==> src/rtl/risc_pkg.sv <==
// Shared definitions for the 8-bit RISC control unit and datapath:
// opcodes, FSM state encoding and bus-mux select codes.
package risc_pkg;

  localparam logic [3:0] OP_NOP = 4'd0;
  localparam logic [3:0] OP_ADD = 4'd1;
  localparam logic [3:0] OP_SUB = 4'd2;
  localparam logic [3:0] OP_AND = 4'd3;
  localparam logic [3:0] OP_NOT = 4'd4;
  localparam logic [3:0] OP_RD  = 4'd5;
  localparam logic [3:0] OP_WR  = 4'd6;
  localparam logic [3:0] OP_BR  = 4'd7;
  localparam logic [3:0] OP_BRZ = 4'd8;

  localparam logic [2:0] SEL1_R0 = 3'd0;
  localparam logic [2:0] SEL1_R1 = 3'd1;
  localparam logic [2:0] SEL1_R2 = 3'd2;
  localparam logic [2:0] SEL1_R3 = 3'd3;
  localparam logic [2:0] SEL1_PC = 3'd4;

  localparam logic [1:0] SEL2_ALU  = 2'd0;
  localparam logic [1:0] SEL2_BUS1 = 2'd1;
  localparam logic [1:0] SEL2_MEM  = 2'd2;

  typedef enum logic [3:0] {
    StIdle = 4'd0,
    StFet1 = 4'd1,
    StFet2 = 4'd2,
    StDec  = 4'd3,
    StEx1  = 4'd4,
    StRd1  = 4'd5,
    StRd2  = 4'd6,
    StWr1  = 4'd7,
    StWr2  = 4'd8,
    StBr1  = 4'd9,
    StBr2  = 4'd10,
    StHalt = 4'd11
  } state_e;

endpackage

==> src/rtl/risc_control_unit_if.sv <==
// Control bundle between the RISC control unit (master) and the datapath (slave).
interface risc_control_unit_if #(
  parameter int unsigned word_size = 8,
  parameter int unsigned Sel1_size = 3,
  parameter int unsigned Sel2_size = 2
);

  logic [word_size-1:0] instruction;
  logic                 Zflag;
  logic                 Load_R0;
  logic                 Load_R1;
  logic                 Load_R2;
  logic                 Load_R3;
  logic                 Load_PC;
  logic                 Inc_PC;
  logic [Sel1_size-1:0] Sel_Bus_1_Mux;
  logic [Sel2_size-1:0] Sel_Bus_2_Mux;
  logic                 Load_IR;
  logic                 Load_Add_R;
  logic                 Load_Reg_Y;
  logic                 Load_Reg_Z;
  logic                 write;

  modport master (
    input  instruction, Zflag,
    output Load_R0, Load_R1, Load_R2, Load_R3, Load_PC, Inc_PC,
    output Sel_Bus_1_Mux, Sel_Bus_2_Mux,
    output Load_IR, Load_Add_R, Load_Reg_Y, Load_Reg_Z, write
  );

  modport slave (
    output instruction, Zflag,
    input  Load_R0, Load_R1, Load_R2, Load_R3, Load_PC, Inc_PC,
    input  Sel_Bus_1_Mux, Sel_Bus_2_Mux,
    input  Load_IR, Load_Add_R, Load_Reg_Y, Load_Reg_Z, write
  );

endinterface

==> src/rtl/risc_cu_load_decode.sv <==
// Register-file load decoder: {en, idx} -> at most one of Load_R0..R3.
module risc_cu_load_decode (
  input  logic       en,
  input  logic [1:0] idx,
  output logic [3:0] load_r
);

  always_comb begin
    load_r = '0;
    if (en) begin
      load_r[idx] = 1'b1;
    end
  end

endmodule

==> src/rtl/risc_control_unit.sv <==
// Multi-cycle fetch/decode/execute sequencer for the 8-bit RISC datapath.
// Define RISC_CU_HALT_ON_ILLEGAL_EN to halt on opcodes 9..15; otherwise they act as NOP.
module risc_control_unit
  import risc_pkg::*;
#(
  parameter int unsigned word_size = 8,
  parameter int unsigned op_size   = 4,
  parameter int unsigned Sel1_size = 3,
  parameter int unsigned Sel2_size = 2
) (
  input  logic                clk,
  input  logic                rst,
  risc_control_unit_if.master bus
);

  state_e state_q, state_d;

  logic [op_size-1:0]   opcode;
  logic [1:0]           src;
  logic [1:0]           dest;
  logic [Sel1_size-1:0] sel1;
  logic [Sel2_size-1:0] sel2;
  logic                 load_r_en;
  logic [3:0]           load_r;
  logic                 load_pc, inc_pc, load_ir, load_add_r, load_reg_y, load_reg_z, write_en;

  assign opcode = bus.instruction[word_size-1 -: op_size];
  assign src    = bus.instruction[3:2];
  assign dest   = bus.instruction[1:0];

  always_ff @(posedge clk) begin
    if (rst) begin
      state_q <= StIdle;
    end else begin
      state_q <= state_d;
    end
  end

  always_comb begin
    state_d    = state_q;
    sel1       = '0;
    sel2       = '0;
    load_r_en  = 1'b0;
    load_pc    = 1'b0;
    inc_pc     = 1'b0;
    load_ir    = 1'b0;
    load_add_r = 1'b0;
    load_reg_y = 1'b0;
    load_reg_z = 1'b0;
    write_en   = 1'b0;

    unique case (state_q)
      StIdle: state_d = StFet1;
      StFet1: begin
        sel1       = Sel1_size'(SEL1_PC);
        sel2       = Sel2_size'(SEL2_BUS1);
        load_add_r = 1'b1;
        state_d    = StFet2;
      end
      StFet2: begin
        sel2    = Sel2_size'(SEL2_MEM);
        load_ir = 1'b1;
        inc_pc  = 1'b1;
        state_d = StDec;
      end
      StDec: begin
        state_d = StFet1;
        case (opcode)
          OP_NOP: state_d = StFet1;
          OP_ADD, OP_SUB, OP_AND: begin
            sel1       = Sel1_size'(src);
            sel2       = Sel2_size'(SEL2_BUS1);
            load_reg_y = 1'b1;
            state_d    = StEx1;
          end
          OP_NOT: begin
            sel1       = Sel1_size'(src);
            sel2       = Sel2_size'(SEL2_ALU);
            load_r_en  = 1'b1;
            load_reg_z = 1'b1;
            state_d    = StFet1;
          end
          OP_RD, OP_WR, OP_BR: begin
            sel1       = Sel1_size'(SEL1_PC);
            sel2       = Sel2_size'(SEL2_BUS1);
            load_add_r = 1'b1;
            state_d    = (opcode == OP_RD) ? StRd1 : (opcode == OP_WR) ? StWr1 : StBr1;
          end
          OP_BRZ: begin
            if (bus.Zflag) begin
              sel1       = Sel1_size'(SEL1_PC);
              sel2       = Sel2_size'(SEL2_BUS1);
              load_add_r = 1'b1;
              state_d    = StBr1;
            end else begin
              // Not taken: step PC over the operand byte.
              inc_pc  = 1'b1;
              state_d = StFet1;
            end
          end
          default: begin
`ifdef RISC_CU_HALT_ON_ILLEGAL_EN
            state_d = StHalt;
`else
            state_d = StFet1;
`endif
          end
        endcase
      end
      StEx1: begin
        sel1       = Sel1_size'(dest);
        sel2       = Sel2_size'(SEL2_ALU);
        load_r_en  = 1'b1;
        load_reg_z = 1'b1;
        state_d    = StFet1;
      end
      StRd1, StWr1: begin
        sel2       = Sel2_size'(SEL2_MEM);
        load_add_r = 1'b1;
        inc_pc     = 1'b1;
        state_d    = (state_q == StRd1) ? StRd2 : StWr2;
      end
      StRd2: begin
        sel2      = Sel2_size'(SEL2_MEM);
        load_r_en = 1'b1;
        state_d   = StFet1;
      end
      StWr2: begin
        sel1     = Sel1_size'(src);
        write_en = 1'b1;
        state_d  = StFet1;
      end
      StBr1: begin
        sel2       = Sel2_size'(SEL2_MEM);
        load_add_r = 1'b1;
        state_d    = StBr2;
      end
      StBr2: begin
        sel2    = Sel2_size'(SEL2_MEM);
        load_pc = 1'b1;
        state_d = StFet1;
      end
      StHalt: state_d = StHalt;
      default: state_d = StIdle;
    endcase
  end

  risc_cu_load_decode u_load_decode (
    .en     (load_r_en),
    .idx    (dest),
    .load_r (load_r)
  );

  assign bus.Load_R0       = load_r[0];
  assign bus.Load_R1       = load_r[1];
  assign bus.Load_R2       = load_r[2];
  assign bus.Load_R3       = load_r[3];
  assign bus.Load_PC       = load_pc;
  assign bus.Inc_PC        = inc_pc;
  assign bus.Sel_Bus_1_Mux = sel1;
  assign bus.Sel_Bus_2_Mux = sel2;
  assign bus.Load_IR       = load_ir;
  assign bus.Load_Add_R    = load_add_r;
  assign bus.Load_Reg_Y    = load_reg_y;
  assign bus.Load_Reg_Z    = load_reg_z;
  assign bus.write         = write_en;

endmodule

==> src/flat_wrapper.sv <==
// flat-port wrapper written by rule: the top's interface ports become plain ports
module risc_control_unit_flat import risc_pkg::*;
#(
  parameter int unsigned word_size = 8,
  parameter int unsigned op_size   = 4,
  parameter int unsigned Sel1_size = 3,
  parameter int unsigned Sel2_size = 2
)
  (clk, rst, bus_instruction, bus_Zflag, bus_Load_R0, bus_Load_R1, bus_Load_R2, bus_Load_R3, bus_Load_PC, bus_Inc_PC, bus_Sel_Bus_1_Mux, bus_Sel_Bus_2_Mux, bus_Load_IR, bus_Load_Add_R, bus_Load_Reg_Y, bus_Load_Reg_Z, bus_write);
  risc_control_unit_if #(.word_size(word_size), .Sel1_size(Sel1_size), .Sel2_size(Sel2_size)) bus_i ();
  input  logic clk;
  input  logic rst;
  input wire logic [$bits(bus_i.instruction)-1:0] bus_instruction;
  input wire logic [$bits(bus_i.Zflag)-1:0] bus_Zflag;
  output wire logic [$bits(bus_i.Load_R0)-1:0] bus_Load_R0;
  output wire logic [$bits(bus_i.Load_R1)-1:0] bus_Load_R1;
  output wire logic [$bits(bus_i.Load_R2)-1:0] bus_Load_R2;
  output wire logic [$bits(bus_i.Load_R3)-1:0] bus_Load_R3;
  output wire logic [$bits(bus_i.Load_PC)-1:0] bus_Load_PC;
  output wire logic [$bits(bus_i.Inc_PC)-1:0] bus_Inc_PC;
  output wire logic [$bits(bus_i.Sel_Bus_1_Mux)-1:0] bus_Sel_Bus_1_Mux;
  output wire logic [$bits(bus_i.Sel_Bus_2_Mux)-1:0] bus_Sel_Bus_2_Mux;
  output wire logic [$bits(bus_i.Load_IR)-1:0] bus_Load_IR;
  output wire logic [$bits(bus_i.Load_Add_R)-1:0] bus_Load_Add_R;
  output wire logic [$bits(bus_i.Load_Reg_Y)-1:0] bus_Load_Reg_Y;
  output wire logic [$bits(bus_i.Load_Reg_Z)-1:0] bus_Load_Reg_Z;
  output wire logic [$bits(bus_i.write)-1:0] bus_write;
  assign bus_i.instruction = bus_instruction;
  assign bus_i.Zflag = bus_Zflag;
  assign bus_Load_R0 = bus_i.Load_R0;
  assign bus_Load_R1 = bus_i.Load_R1;
  assign bus_Load_R2 = bus_i.Load_R2;
  assign bus_Load_R3 = bus_i.Load_R3;
  assign bus_Load_PC = bus_i.Load_PC;
  assign bus_Inc_PC = bus_i.Inc_PC;
  assign bus_Sel_Bus_1_Mux = bus_i.Sel_Bus_1_Mux;
  assign bus_Sel_Bus_2_Mux = bus_i.Sel_Bus_2_Mux;
  assign bus_Load_IR = bus_i.Load_IR;
  assign bus_Load_Add_R = bus_i.Load_Add_R;
  assign bus_Load_Reg_Y = bus_i.Load_Reg_Y;
  assign bus_Load_Reg_Z = bus_i.Load_Reg_Z;
  assign bus_write = bus_i.write;
  risc_control_unit #(.word_size(word_size), .op_size(op_size), .Sel1_size(Sel1_size), .Sel2_size(Sel2_size)) u_core (.clk(clk), .rst(rst), .bus(bus_i));
endmodule
==> config.mk <==
export PLATFORM = sky130hd
export DESIGN_NAME = risc_control_unit_flat
export DESIGN_NICKNAME = d
export VERILOG_FILES = /design/src/rtl/risc_pkg.sv /design/src/rtl/risc_control_unit_if.sv /design/src/rtl/risc_cu_load_decode.sv /design/src/rtl/risc_control_unit.sv /design/src/flat_wrapper.sv
export SDC_FILE = /design/constraint.sdc
export NUM_CORES = 1
export LEC_CHECK = 0
export ABC_AREA = 1
export BUFFER_PORTS_ARGS = -buffer_cell sky130_fd_sc_hd__buf_2
export CORE_UTILIZATION = 39
export CTS_CLUSTER_DIAMETER = 40
export CTS_CLUSTER_SIZE = 40
export DETAILED_ROUTE_END_ITERATION = 12
export PLACE_DENSITY = 0.73
export SLEW_MARGIN = 20
export SYNTH_ARGS = -nofsm -noshare
export SYNTH_HDL_FRONTEND = slang
export SYNTH_SLANG_ARGS = --single-unit
==> constraint.sdc <==
create_clock -name clk -period 1.1 [get_ports clk]
set_input_delay 0.165 -clock clk [delete_from_list [all_inputs] [get_ports clk]]
set_output_delay 0.165 -clock clk [all_outputs]
set_load 0.005 [all_outputs]
==> flow_summary.json, run 1 <==
{
  "syn-cell-area_um2": 530.5,
  "crit_endpoint": "bus_Sel_Bus_1_Mux[1]",
  "numCtsBuffers": 3,
  "ctsRootBufferMaster": "clkbuf_4",
  "post-dp-hpwl_um": 1424,
  "gr-total-overflow": 39,
  "ctsHtreeMaxLevel": 1,
  "ys_ff_latch": 4,
  "synth_nets": 120,
  "status": "stopped before the end",
  "syn_inst": 109,
  "fp.dieH_um": 38.88,
  "stop_error": "[ERROR GRT-0232] Routing congestion too high. Check the congestion heatmap in the GUI.",
  "grtUsageTotal_pct": 71.67,
  "holdBufCountCts": 0,
  "worst-ep-kind": "primary output",
  "ys_warn_count": 0,
  "seq_area_frac_synth_pct": 15.09,
  "gp_congestion": 0.8860,
  "grt_max_degree": 6,
  "die_x_um": 38.88,
  "num_rows": 12,
  "clockBufferDepth": 2,
  "yosysUniqueCellTypes": 14,
  "stop_stage": "5_1_grt",
  "cts.sinks": 4,
  "dp_slack_ps": -179.2,
  "syn_avg_cell_area_um2": 4.867,
  "pin_count": 27,
  "start_util_pct": 44.73,
  "io_buffers": 26
}
==> metrics by stage <==
stage          setup TNS (ps)  util [%]  cell area (um2)  instances  hold WS (ps)
2_1_floorplan          -76.25         -            539.3        109         226.7
3_3_place_gp            -1344     70.36            834.6        167         375.1
3_5_place_dp            -1480     70.36            834.6        167         375.3
4_1_cts                 -4617     86.71             1028        181         129.8
==> synth_stat cells <==
| master | count | area share (%) |
|---|---|---|
| nor2_4 | 1 | 2.1 |
| nor3_1 | 5 | 4.7 |
| buf_4 | 1 | 1.4 |
| o31ai_1 | 1 | 1.4 |
| dfxtp_1 | 4 | 15 |
| nand2_1 | 36 | 25 |
| o211ai_1 | 1 | 1.4 |
| a21oi_1 | 6 | 5.7 |
| o21ai_0 | 7 | 6.6 |
| nor2_1 | 24 | 17 |
| a21oi_2 | 1 | 1.7 |
| nand3_1 | 6 | 5.7 |
| inv_1 | 15 | 11 |
| nand2_2 | 1 | 1.2 |
==> routing by layer <==
layer / track usage [%] / overflow
met4: 99.14 / 13
met5: 0 / 0
met3: 41.04 / 0
met2: 104.2 / 26
met1: 57.04 / 0
==> logic make-up after synthesis <==
family / count (synthesis) / synth area share, %
and+or+nand+nor: 73 / 56.13
AOI/OAI and AO/OA: 16 / 16.75
buffers and inverters: 16 / 12.03
DFF: 4 / 15.09
==> repair_timing <==
| item | CTS |
|---|---|
| setup buffers | 11 |
| setup endpoints to repair | 18 |
| gates resized for setup | 33 |
| pin swaps | 11 |
==> inputs of run 2 (changes only) <==
--- a/config.mk
+++ b/config.mk
@@ -7,11 +7,10 @@
 export LEC_CHECK = 0
 export ABC_AREA = 1
 export BUFFER_PORTS_ARGS = -buffer_cell sky130_fd_sc_hd__buf_2
-export CORE_UTILIZATION = 39
-export CTS_CLUSTER_DIAMETER = 40
-export CTS_CLUSTER_SIZE = 40
+export CORE_AREA = 2 2 63 65
 export DETAILED_ROUTE_END_ITERATION = 12
-export PLACE_DENSITY = 0.73
+export DIE_AREA = 0 0 65 67
+export PLACE_DENSITY_LB_ADDON = 0.15
 export SLEW_MARGIN = 20
 export SYNTH_ARGS = -nofsm -noshare
 export SYNTH_HDL_FRONTEND = slang
==> constraint.sdc (replaced) <==
create_clock -name clk -period 1.4 [get_ports clk]
set_input_delay 0.21 -clock clk [delete_from_list [all_inputs] [get_ports clk]]
set_output_delay 0.21 -clock clk [all_outputs]
set_load 0.005 [all_outputs]
==> run 2 against run 1 <==
Compared with the run above: the flow now finishes, with violations (negative setup slack); area after synthesis stayed put; synthesized cell count did not move.
==> flow_summary.json, run 2 <==
{
  "dieArea_mm2": 0.004355,
  "min_period_ps": 1478,
  "syn_avg_cell_area_um2": 4.867,
  "violations": "negative setup slack",
  "nNetsFinal": 160,
  "final_layout_size_suffix_gt1_share_pct": 42.86,
  "tns_ps": -694.7,
  "path_class": "flop to primary output",
  "fin_util_pct": 25.61,
  "diodes": 0,
  "yosysUniqueCellTypes": 14,
  "via_per_inst": 4.046,
  "post-dp-hpwl_um": 1537,
  "fin_crit_sh_pct": 105.6,
  "setup_violations": 11,
  "crit_path_end_kind": "primary output",
  "power.total_mw": 0.5536,
  "grt_first_pass_wirelength_um": 3022,
  "cts.sinks": 4,
  "reg_top3": "u_core.state_q: 4 flops",
  "status": "finished, violations left",
  "relSlewSlack_pct": 78.03,
  "start_kind": "flop",
  "clkLatencyLatePin_ps": 210,
  "core_area_mm2": 0.003606,
  "drv_cap": 0,
  "fp.dieH_um": 67,
  "p_leak_nw": 0.4936,
  "routedWlPerCell_um": 9.569,
  "synth_ff_type": "dfxtp_1",
  "grtUsageTotal_pct": 8.997,
  "synth_nets": 120,
  "syn_inst": 109,
  "hold_viol": 0,
  "gr-total-overflow": 0,
  "clkSlewWorstSetupHoldPaths_ps": 30,
  "syn_to_final_growth_pct": 74.06,
  "syn-cell-area_um2": 530.5,
  "synth_top_area_cell": "nand2_1",
  "max_freq_mhz": 676.7,
  "largest-register": "u_core.state_q",
  "drtIter0Drc": 26,
  "seq_area_frac_synth_pct": 15.09,
  "ys_ff_latch": 4,
  "drt_pass1_iterations": 4,
  "worst_ep_arrival_time_ps": 1270,
  "synth_area_leaders": "nand2_1, nor2_1, dfxtp_1, inv_1, o21ai_0",
  "finalClockSkew_ps": 3.552,
  "start_util_pct": 14.71,
  "drv_slew": 0,
  "post-synth-top-count-cell": "nand2_1",
  "rsz0062_at_grt": "yes",
  "layoutNonFillerInstCount": 195,
  "worstMarginPinSlew_ps": 326.2,
  "clockBufferDepth": 2,
  "cp_max_fo": 8,
  "netlist.area_leader.share_pct": 25.47,
  "num_rows": 22,
  "place_area_um2": 750.7,
  "power_density_mw_per_mm2": 599.5,
  "setup_slack_ps": -77.74,
  "numCtsBuffers": 3,
  "ctsHtreeMaxLevel": 1,
  "drc": 0,
  "ys_warn_count": 0,
  "grt_pass1_vias": 714,
  "die_x_um": 65,
  "gp_congestion": 0.8175,
  "dp.cells": 187,
  "final_common_cell": "nand2_1",
  "pin_count": 27,
  "fin_area_um2": 923.4,
  "tritoncts": "yes",
  "synth_edf_count": 0,
  "antenna_found_initial": 0,
  "peakVddDrop_mv": 0.4731,
  "postRouteAntennaNets": 0,
  "vias": 789,
  "grt_max_degree": 9,
  "cp.required_ps": 1190,
  "final_cell_mix": "nand2_1, buf_2, nor2_1",
  "yosys-top-cells-count": "nand2_1, nor2_1, inv_1",
  "drt_wl_total_um": 1866,
  "min_path_type": "primary input to flop",
  "io_buffers": 26,
  "largest_register_ffs": 4,
  "holdBufCountCts": 0,
  "async_flop_share_pct": 0,
  "ctsRootBufferMaster": "clkbuf_8"
}
## run 2: final timing paths
check / cells past startpoint / from / slack (ps) / to
worst max-delay path: 6 / u_core.state_q[0]$_SDFF_PP0_ / -80 / bus_Sel_Bus_1_Mux[0]
worst min-delay path: 2 / rst / 200 / u_core.state_q[0]$_SDFF_PP0_
worst max register to register: 8 / u_core.state_q[0]$_SDFF_PP0_ / 220 / u_core.state_q[2]$_SDFF_PP0_
worst min register to register: 3 / u_core.state_q[2]$_SDFF_PP0_ / 610 / u_core.state_q[0]$_SDFF_PP0_
## run 2: cells by family (layout without fill, tap and decap cells)
family,count (synthesis),count (layout),synth area share (%)
AO/OA/AOI/OAI,16,16,16.75
AND/OR/NAND/NOR,73,73,56.13
buffers and inverters,16,54,12.03
flip-flops,4,4,15.09
## run 2: timing repair
| action | in CTS | in global routing |
|---|---|---|
| endpoints found under the setup margin | 13 | 13 |
| gates resized for setup | 22 | 8 |
| pin swaps | 6 | 3 |
| setup buffers | 2 | 3 |
## run 2: cell type report
class | count | area (um2)
well taps | 48 | 60.06
repair buffers | 36 | 212.7
inverters | 15 | 56.30
flip-flops and latches | 4 | 88.84
clock buffers | 3 | 41.29
multi-input cells | 89 | 464.2
fillers | 412 | 2683
## run 2: worst max-delay path: stages (launching register included)
cell and delay [ps]:
dfxtp_4 400, nand2_4 70, nor2_4 220, buf_6 140, nand3_2 60, nand2_1 60, buf_2 100
## run 2: per-layer routing
metal / up-vias / share of wire [%] / routed length, um / global-route usage [%]
met5: - / 0 / 0 / 0
met4: 0 / 0 / 0 / 2.394
met3: 0 / 5.7 / 106 / 3.209
met2: 26 / 44 / 817 / 13.92
met1: 342 / 50 / 942 / 11.75
li1: 421 / - / - / -
## run 2: through the flow
stage / hold WS [ps] / worst slack [ps]
after global routing: 212.4 / -168.1
final: 204.9 / -77.74
after floorplan: 279.1 / 178.1
after CTS: 202.6 / -76.62
after detailed placement: 436.8 / -2.492
after global placement: 433.0 / -16.86
## run 2: report_power, final
| part | internal, mW | switching, mW | leakage [nW] |
|---|---|---|---|
| logic | 0.0798 | 0.102 | 0.438 |
| clock network | 0.183 | 0.0516 | 0.0216 |
| registers | 0.122 | 0.0163 | 0.0344 |
| total | 0.384 | 0.170 | 0.494 |
No activity file was read; power rests on OpenSTA's default activity.
==> inputs of run 3 (changes only) <==
--- a/config.mk
+++ b/config.mk
@@ -11,7 +11,9 @@
 export DETAILED_ROUTE_END_ITERATION = 12
 export DIE_AREA = 0 0 65 67
 export PLACE_DENSITY_LB_ADDON = 0.15
+export SKIP_CTS_REPAIR_TIMING = 1
 export SLEW_MARGIN = 20
 export SYNTH_ARGS = -nofsm -noshare
 export SYNTH_HDL_FRONTEND = slang
 export SYNTH_SLANG_ARGS = --single-unit
+export TNS_END_PERCENT = 30
==> constraint.sdc (replaced) <==
create_clock -name clk -period 1.4 [get_ports clk]
set_input_delay 0.21 -clock clk [delete_from_list [all_inputs] [get_ports clk]]
set_output_delay 0.21 -clock clk [all_outputs]
set_load 0.02 [all_outputs]
==> run 3 against run 2 <==
Compared with the run above: the flow still finishes with violations (negative setup slack); die area unchanged; critical path type unchanged; highest routed layer unchanged; clock skew decreased by 0.69 ps; global-route usage fell by 0.57 points; largest power group unchanged; design area increased by 2.4%; total power up 7.5%.
==> flow_summary.json, run 3 (synthesized netlist as in run 2, its figures left out) <==
{
  "vias": 781,
  "relSlewSlack_pct": 76.25,
  "holdPathStages": 2,
  "ctsHtreeMaxLevel": 1,
  "switching_share_pct": 32.66,
  "clockBufferDepth": 2,
  "postRouteAntennaNets": 0,
  "dieArea_mm2": 0.004355,
  "setup_slack_ps": -117.0,
  "p_leak_nw": 0.5028,
  "p_seq_share_pct": 22.5,
  "diodes": 0,
  "io_buffers": 26,
  "reg2reg_to": "u_core.state_q[2]$_SDFF_PP0_",
  "gr-total-overflow": 0,
  "max_freq_mhz": 659.2,
  "rr_startpoint": "u_core.state_q[3]$_SDFF_PP0_",
  "gp_congestion": 0.7464,
  "power.switching_mw": 0.1944,
  "final_common_cell": "nand2_1",
  "grt_pass1_vias": 672,
  "r2r_slack_ps": 260,
  "clkLatencyLatePin_ps": 220,
  "drtIter0Drc": 41,
  "start_kind": "flop",
  "worstMarginPinSlew_ps": 352.5,
  "routedWlPerCell_um": 9.523,
  "hold_viol": 0,
  "fp.dieH_um": 67,
  "finalClockSkew_ps": 2.866,
  "crit_path_end_kind": "primary output",
  "clkSlewWorstSetupHoldPaths_ps": 30,
  "cp-endpoint": "bus_Load_R3",
  "drv_cap": 0,
  "status": "finished, violations left",
  "dp_slack_ps": 23.36,
  "drv_slew": 0,
  "ff2ff_path_depth": 8,
  "p_int_mw": 0.4008,
  "nNetsFinal": 164,
  "cp.required_ps": 1190,
  "clkPwrFrac_pct": 40.2,
  "start_util_pct": 14.71,
  "pin_count": 27,
  "worst_ep_arrival_time_ps": 1310,
  "largest-register": "u_core.state_q",
  "core_area_mm2": 0.003606,
  "ctsRootBufferMaster": "clkbuf_8",
  "peakVddDrop_mv": 0.1346,
  "grtUsageTotal_pct": 8.428,
  "num-fill-cells": 421,
  "hold_start": "rst",
  "die_x_um": 65,
  "cp_max_fo": 6,
  "min_path_type": "primary input to flop",
  "min_period_ps": 1517,
  "violations": "negative setup slack",
  "reg_top3": "u_core.state_q: 4 flops",
  "post-dp-hpwl_um": 1601,
  "numCtsBuffers": 3,
  "drt_wl_total_um": 1895,
  "final_layout_size_suffix_gt1_share_pct": 40.40,
  "num_rows": 22,
  "drc": 0,
  "critPathLaunch": "u_core.state_q[3]$_SDFF_PP0_",
  "power_density_mw_per_mm2": 629.3,
  "final_cell_mix": "nand2_1, buf_4, nor2_1",
  "largest_register_ffs": 4,
  "grt_first_pass_wirelength_um": 2808,
  "via_per_inst": 3.925,
  "tritoncts": "yes",
  "p_comb_share_pct": 37.3,
  "hold-worst-slack_ps": 192.4,
  "setup_violations": 10,
  "fin_crit_sh_pct": 108.4,
  "drt_pass1_iterations": 4,
  "path_class": "flop to primary output",
  "grt_max_degree": 8,
  "rsz0062_at_grt": "yes",
  "antenna_found_initial": 0,
  "syn_to_final_growth_pct": 78.30,
  "cts.sinks": 4
}
-- run 3: cell count changes in the layout (fill, tap and decap cells not counted), sizes merged --
cell  change
buf       +4
-- run 3: cell type report --
cell class / count / area [um2] / area share [%]
repair buffers: 40 / 264.0 / 27.91
well taps: 48 / 60.06 / 6.349
inverters: 15 / 56.30 / 5.952
multi-input cells: 89 / 434.2 / 45.90
flip-flops and latches: 4 / 90.09 / 9.524
clock buffers: 3 / 41.29 / 4.365
-- run 3: worst min path at each step --
stage                                         endpoint  slack (ps)
after global placement    u_core.state_q[0]$_SDFF_PP0_         420
after CTS                 u_core.state_q[0]$_SDFF_PP0_         200
after floorplan           u_core.state_q[0]$_SDFF_PP0_         280
after detailed placement  u_core.state_q[0]$_SDFF_PP0_         430
after global routing      u_core.state_q[1]$_SDFF_PP0_         200
final                     u_core.state_q[0]$_SDFF_PP0_         190
-- run 3: through the flow --
| step | setup TNS, ps | power, mW | instances | utilization [%] | area, um2 |
|---|---|---|---|---|---|
| finish | -812.0 | 0.5953 | 199 | 26.23 | 945.9 |
| global placement | 0 | 0.3319 | 195 | 22.48 | 810.8 |
| detailed placement | 0 | 0.3280 | 195 | 22.48 | 810.8 |
| global route | -1485 | 0.6354 | 199 | 26.23 | 945.9 |
| floorplan | -311.3 | 0.2369 | 109 | - | 530.5 |
| CTS | -2101 | 0.5730 | 198 | 23.63 | 852.1 |
-- run 3: worst max-delay path, cell delays in order (launching register included) --
cell and delay, ps:
dfxtp_2 320, inv_2 80, nand2_4 70, nor2_4 190, a21oi_4 100, nor3_1 140, buf_2 190
-- run 3: power by group through the flow --
stage	clock network (mW)	registers (mW)	logic, mW
2_1_floorplan	0	0.128	0.109
3_3_place_gp	0	0.132	0.200
3_5_place_dp	0	0.132	0.196
4_1_cts	0.246	0.130	0.197
5_1_grt	0.256	0.135	0.245
6_report	0.239	0.134	0.222
-- run 3: metal layers --
metal,global-route usage (%),routed length (um),vias to the layer above
met5,0,0,-
met4,3.989,0,0
met3,1.520,69,0
met2,13.40,899,17
met1,10.94,926,336
li1,-,-,428
==> inputs of run 4 (changes only) <==
--- a/config.mk
+++ b/config.mk
@@ -11,9 +11,11 @@
 export DETAILED_ROUTE_END_ITERATION = 12
 export DIE_AREA = 0 0 65 67
 export PLACE_DENSITY_LB_ADDON = 0.15
+export RECOVER_POWER = 100
 export SKIP_CTS_REPAIR_TIMING = 1
 export SLEW_MARGIN = 20
 export SYNTH_ARGS = -nofsm -noshare
 export SYNTH_HDL_FRONTEND = slang
+export SYNTH_HIERARCHICAL = 1
 export SYNTH_SLANG_ARGS = --single-unit
 export TNS_END_PERCENT = 30
==> run 4 against run 3 <==
Compared with the run above: the run still ends with negative setup slack left; cell count fell by 5.0%; setup slack worse by 24 ps; critical path type unchanged; sequential power shrank 6%; worst hold slack about the same; sequential share of layout area is 0.42 points lower; area after synthesis is 7.3% lower; fmax is 1.5% lower; register-to-register slack gained 90 ps; combinational power down 3%; core utilization grew 0.45 points; flip-flop and latch count stayed put.
==> flow_summary.json, run 4 <==
{
  "status": "finished, violations left",
  "violations": "negative setup slack",
  "syn_inst": 98,
  "cp_max_fo": 6,
  "ff_latch_area_um2": 87.58,
  "drv_cap": 0,
  "critPathMaxStageDelay_ps": 330,
  "ctsHtreeMaxLevel": 1,
  "start_kind": "flop",
  "gr-total-overflow": 0,
  "synth_nets": 109,
  "p_int_mw": 0.3943,
  "synth_top_area_cell": "nand2_1",
  "slowest_stage": "dfxtp_2",
  "netlist.area_leader.share_pct": 22.90,
  "syn-cell-area_um2": 491.7,
  "crit_cells": 6,
  "peakVddDrop_mv": 0.4873,
  "tritoncts": "yes",
  "via_per_inst": 3.958,
  "max_freq_mhz": 649.0,
  "cp-endpoint": "bus_Load_R0",
  "gp_congestion": 0.7787,
  "postRouteAntennaNets": 0,
  "p_comb_share_pct": 37.1,
  "power_density_mw_per_mm2": 603.8,
  "post-synth-top-count-cell": "nand2_1",
  "ys_ff_latch": 4,
  "clockBufferDepth": 2,
  "core_area_mm2": 0.003606,
  "path_class": "flop to primary output",
  "fin_util_pct": 26.68,
  "io_buffers": 26,
  "grtUsageTotal_pct": 8.890,
  "final_cell_mix": "nand2_1, buf_4, buf_2",
  "tns_ps": -914.5,
  "clkPwrFrac_pct": 41.1,
  "drt_wl_total_um": 1784,
  "clkLatencyLatePin_ps": 220,
  "num_rows": 22,
  "power.total_mw": 0.5810,
  "switching_share_pct": 32.14,
  "rr_startpoint": "u_core/state_q[3]$_SDFF_PP0_",
  "syn_avg_cell_area_um2": 5.018,
  "post-dp-hpwl_um": 1558,
  "nNetsFinal": 154,
  "grt_pass1_vias": 709,
  "synth_area_leaders": "nand2_1, dfxtp_1, nor2_1, inv_1, nand3_1",
  "pin_count": 27,
  "setup_violations": 12,
  "clkSlewWorstSetupHoldPaths_ps": 30,
  "critPathLaunch": "u_core/state_q[3]$_SDFF_PP0_",
  "relSlewSlack_pct": 81.33,
  "fp.dieH_um": 67,
  "num-fill-cells": 417,
  "worst-path-buf-inv": 2,
  "drtIter0Drc": 24,
  "crit_path_end_kind": "primary output",
  "final_layout_size_suffix_gt1_share_pct": 54.61,
  "ctsRootBufferMaster": "clkbuf_8",
  "min_period_ps": 1541,
  "die_x_um": 65,
  "syn_to_final_growth_pct": 95.67,
  "holdPathStages": 2,
  "routedWlPerCell_um": 9.439,
  "async_flop_share_pct": 0,
  "cp.required_ps": 1190,
  "worst_ep_arrival_time_ps": 1330,
  "rsz0062_at_grt": "yes",
  "largest_register_ffs": 4,
  "grt_first_pass_wirelength_um": 2960,
  "final_common_cell": "nand2_1",
  "yosys-top-cells-count": "nand2_1, nor2_1, inv_1",
  "antenna_found_initial": 0,
  "multi_input_area_um2": 420.4,
  "power.switching_mw": 0.1867,
  "grt_max_degree": 7,
  "synth_ff_type": "dfxtp_1",
  "ys_warn_count": 6,
  "cts.sinks": 4,
  "synth_edf_count": 0,
  "p_leak_nw": 0.5234,
  "dieArea_mm2": 0.004355,
  "seq_area_frac_synth_pct": 16.28,
  "diodes": 0,
  "drv_slew": 0,
  "vias": 748,
  "hold_viol": 0,
  "fin_crit_sh_pct": 110.1,
  "drc": 0,
  "largest-register": "u_core/state_q",
  "reg_top3": "u_core/state_q: 4 flops",
  "path_cells": "inv_1 > nand2_4 > o21ai_2 > nand2_2 > nor2_2 > buf_6",
  "drt_pass1_iterations": 4,
  "crit_family": "flip-flops",
  "min_path_type": "primary input to flop",
  "ff2ff_path_depth": 7,
  "reg2reg_to": "u_core/state_q[1]$_SDFF_PP0_",
  "setup_slack_ps": -140.7,
  "numCtsBuffers": 3,
  "start_util_pct": 13.64,
  "p_seq_share_pct": 21.7,
  "r2r_slack_ps": 350,
  "yosysUniqueCellTypes": 17,
  "worstMarginPinSlew_ps": 279.8,
  "finalClockSkew_ps": 1.168
}
-- run 4: power by group through the flow --
stage	Clock [mW]	Sequential, mW	Combinational [mW]
6_report	0.239	0.126	0.216
5_1_grt	0.264	0.127	0.237
3_5_place_dp	0	0.126	0.185
3_3_place_gp	0	0.126	0.185
2_1_floorplan	0	0.130	0.0922
4_1_cts	0.245	0.124	0.185
-- run 4: worst reg2reg max path, cell delays in order, from the launching register on --
cell and delay, ps:
dfxtp_2 330, inv_1 150, nor2_4 50, buf_4 150, nand2_1 50, nand3_1 70, nor2_1 110, nor2_1 50
-- run 4: layout make-up --
class | count | share of cell area (%)
Inverter | 17 | 6.892
Sequential cell | 4 | 9.103
Timing Repair Buffer | 40 | 29.78
Clock buffer | 3 | 4.291
Tap cell | 48 | 6.242
Multi-Input combinational cell | 77 | 43.69
-- run 4: per-stage QoR --
| stage | cell area, um2 | setup slack [ps] | instances | hold WS [ps] |
|---|---|---|---|---|
| after floorplan | 501.7 | -21.45 | 98 | 279.1 |
| after global placement | 789.5 | -19.64 | 185 | 431.2 |
| after detailed placement | 789.5 | -48.72 | 185 | 433.6 |
| after CTS | 830.8 | -281.2 | 188 | 205.9 |
| after global routing | 962.2 | -228.4 | 189 | 205.0 |
| final | 962.2 | -140.7 | 189 | 192.6 |
-- run 4: cell families after synthesis --
family | Yosys count | share of synthesized area [%]
flip-flops | 4 | 16.29
AND/OR/NAND/NOR | 65 | 57.50
buffers and inverters | 17 | 12.98
AO/OA/AOI/OAI | 12 | 13.23
-- run 4: routing by layer --
metal	track usage [%]	part of all wire [%]
met1	10.14	45
met5	0	0
met3	2.365	5.9
met2	15.21	47
met4	4.521	2.8
-- run 4: how the worst min path moves through the flow --
stage | from | end | slack [ps]
3_5_place_dp | rst | u_core/state_q[2]$_SDFF_PP0_ | 430
3_3_place_gp | rst | u_core/state_q[3]$_SDFF_PP0_ | 430
4_1_cts | rst | u_core/state_q[2]$_SDFF_PP0_ | 210
6_report | rst | u_core/state_q[2]$_SDFF_PP0_ | 190
5_1_grt | rst | u_core/state_q[3]$_SDFF_PP0_ | 200
2_1_floorplan | rst | u_core/state_q[3]$_SDFF_PP0_ | 280
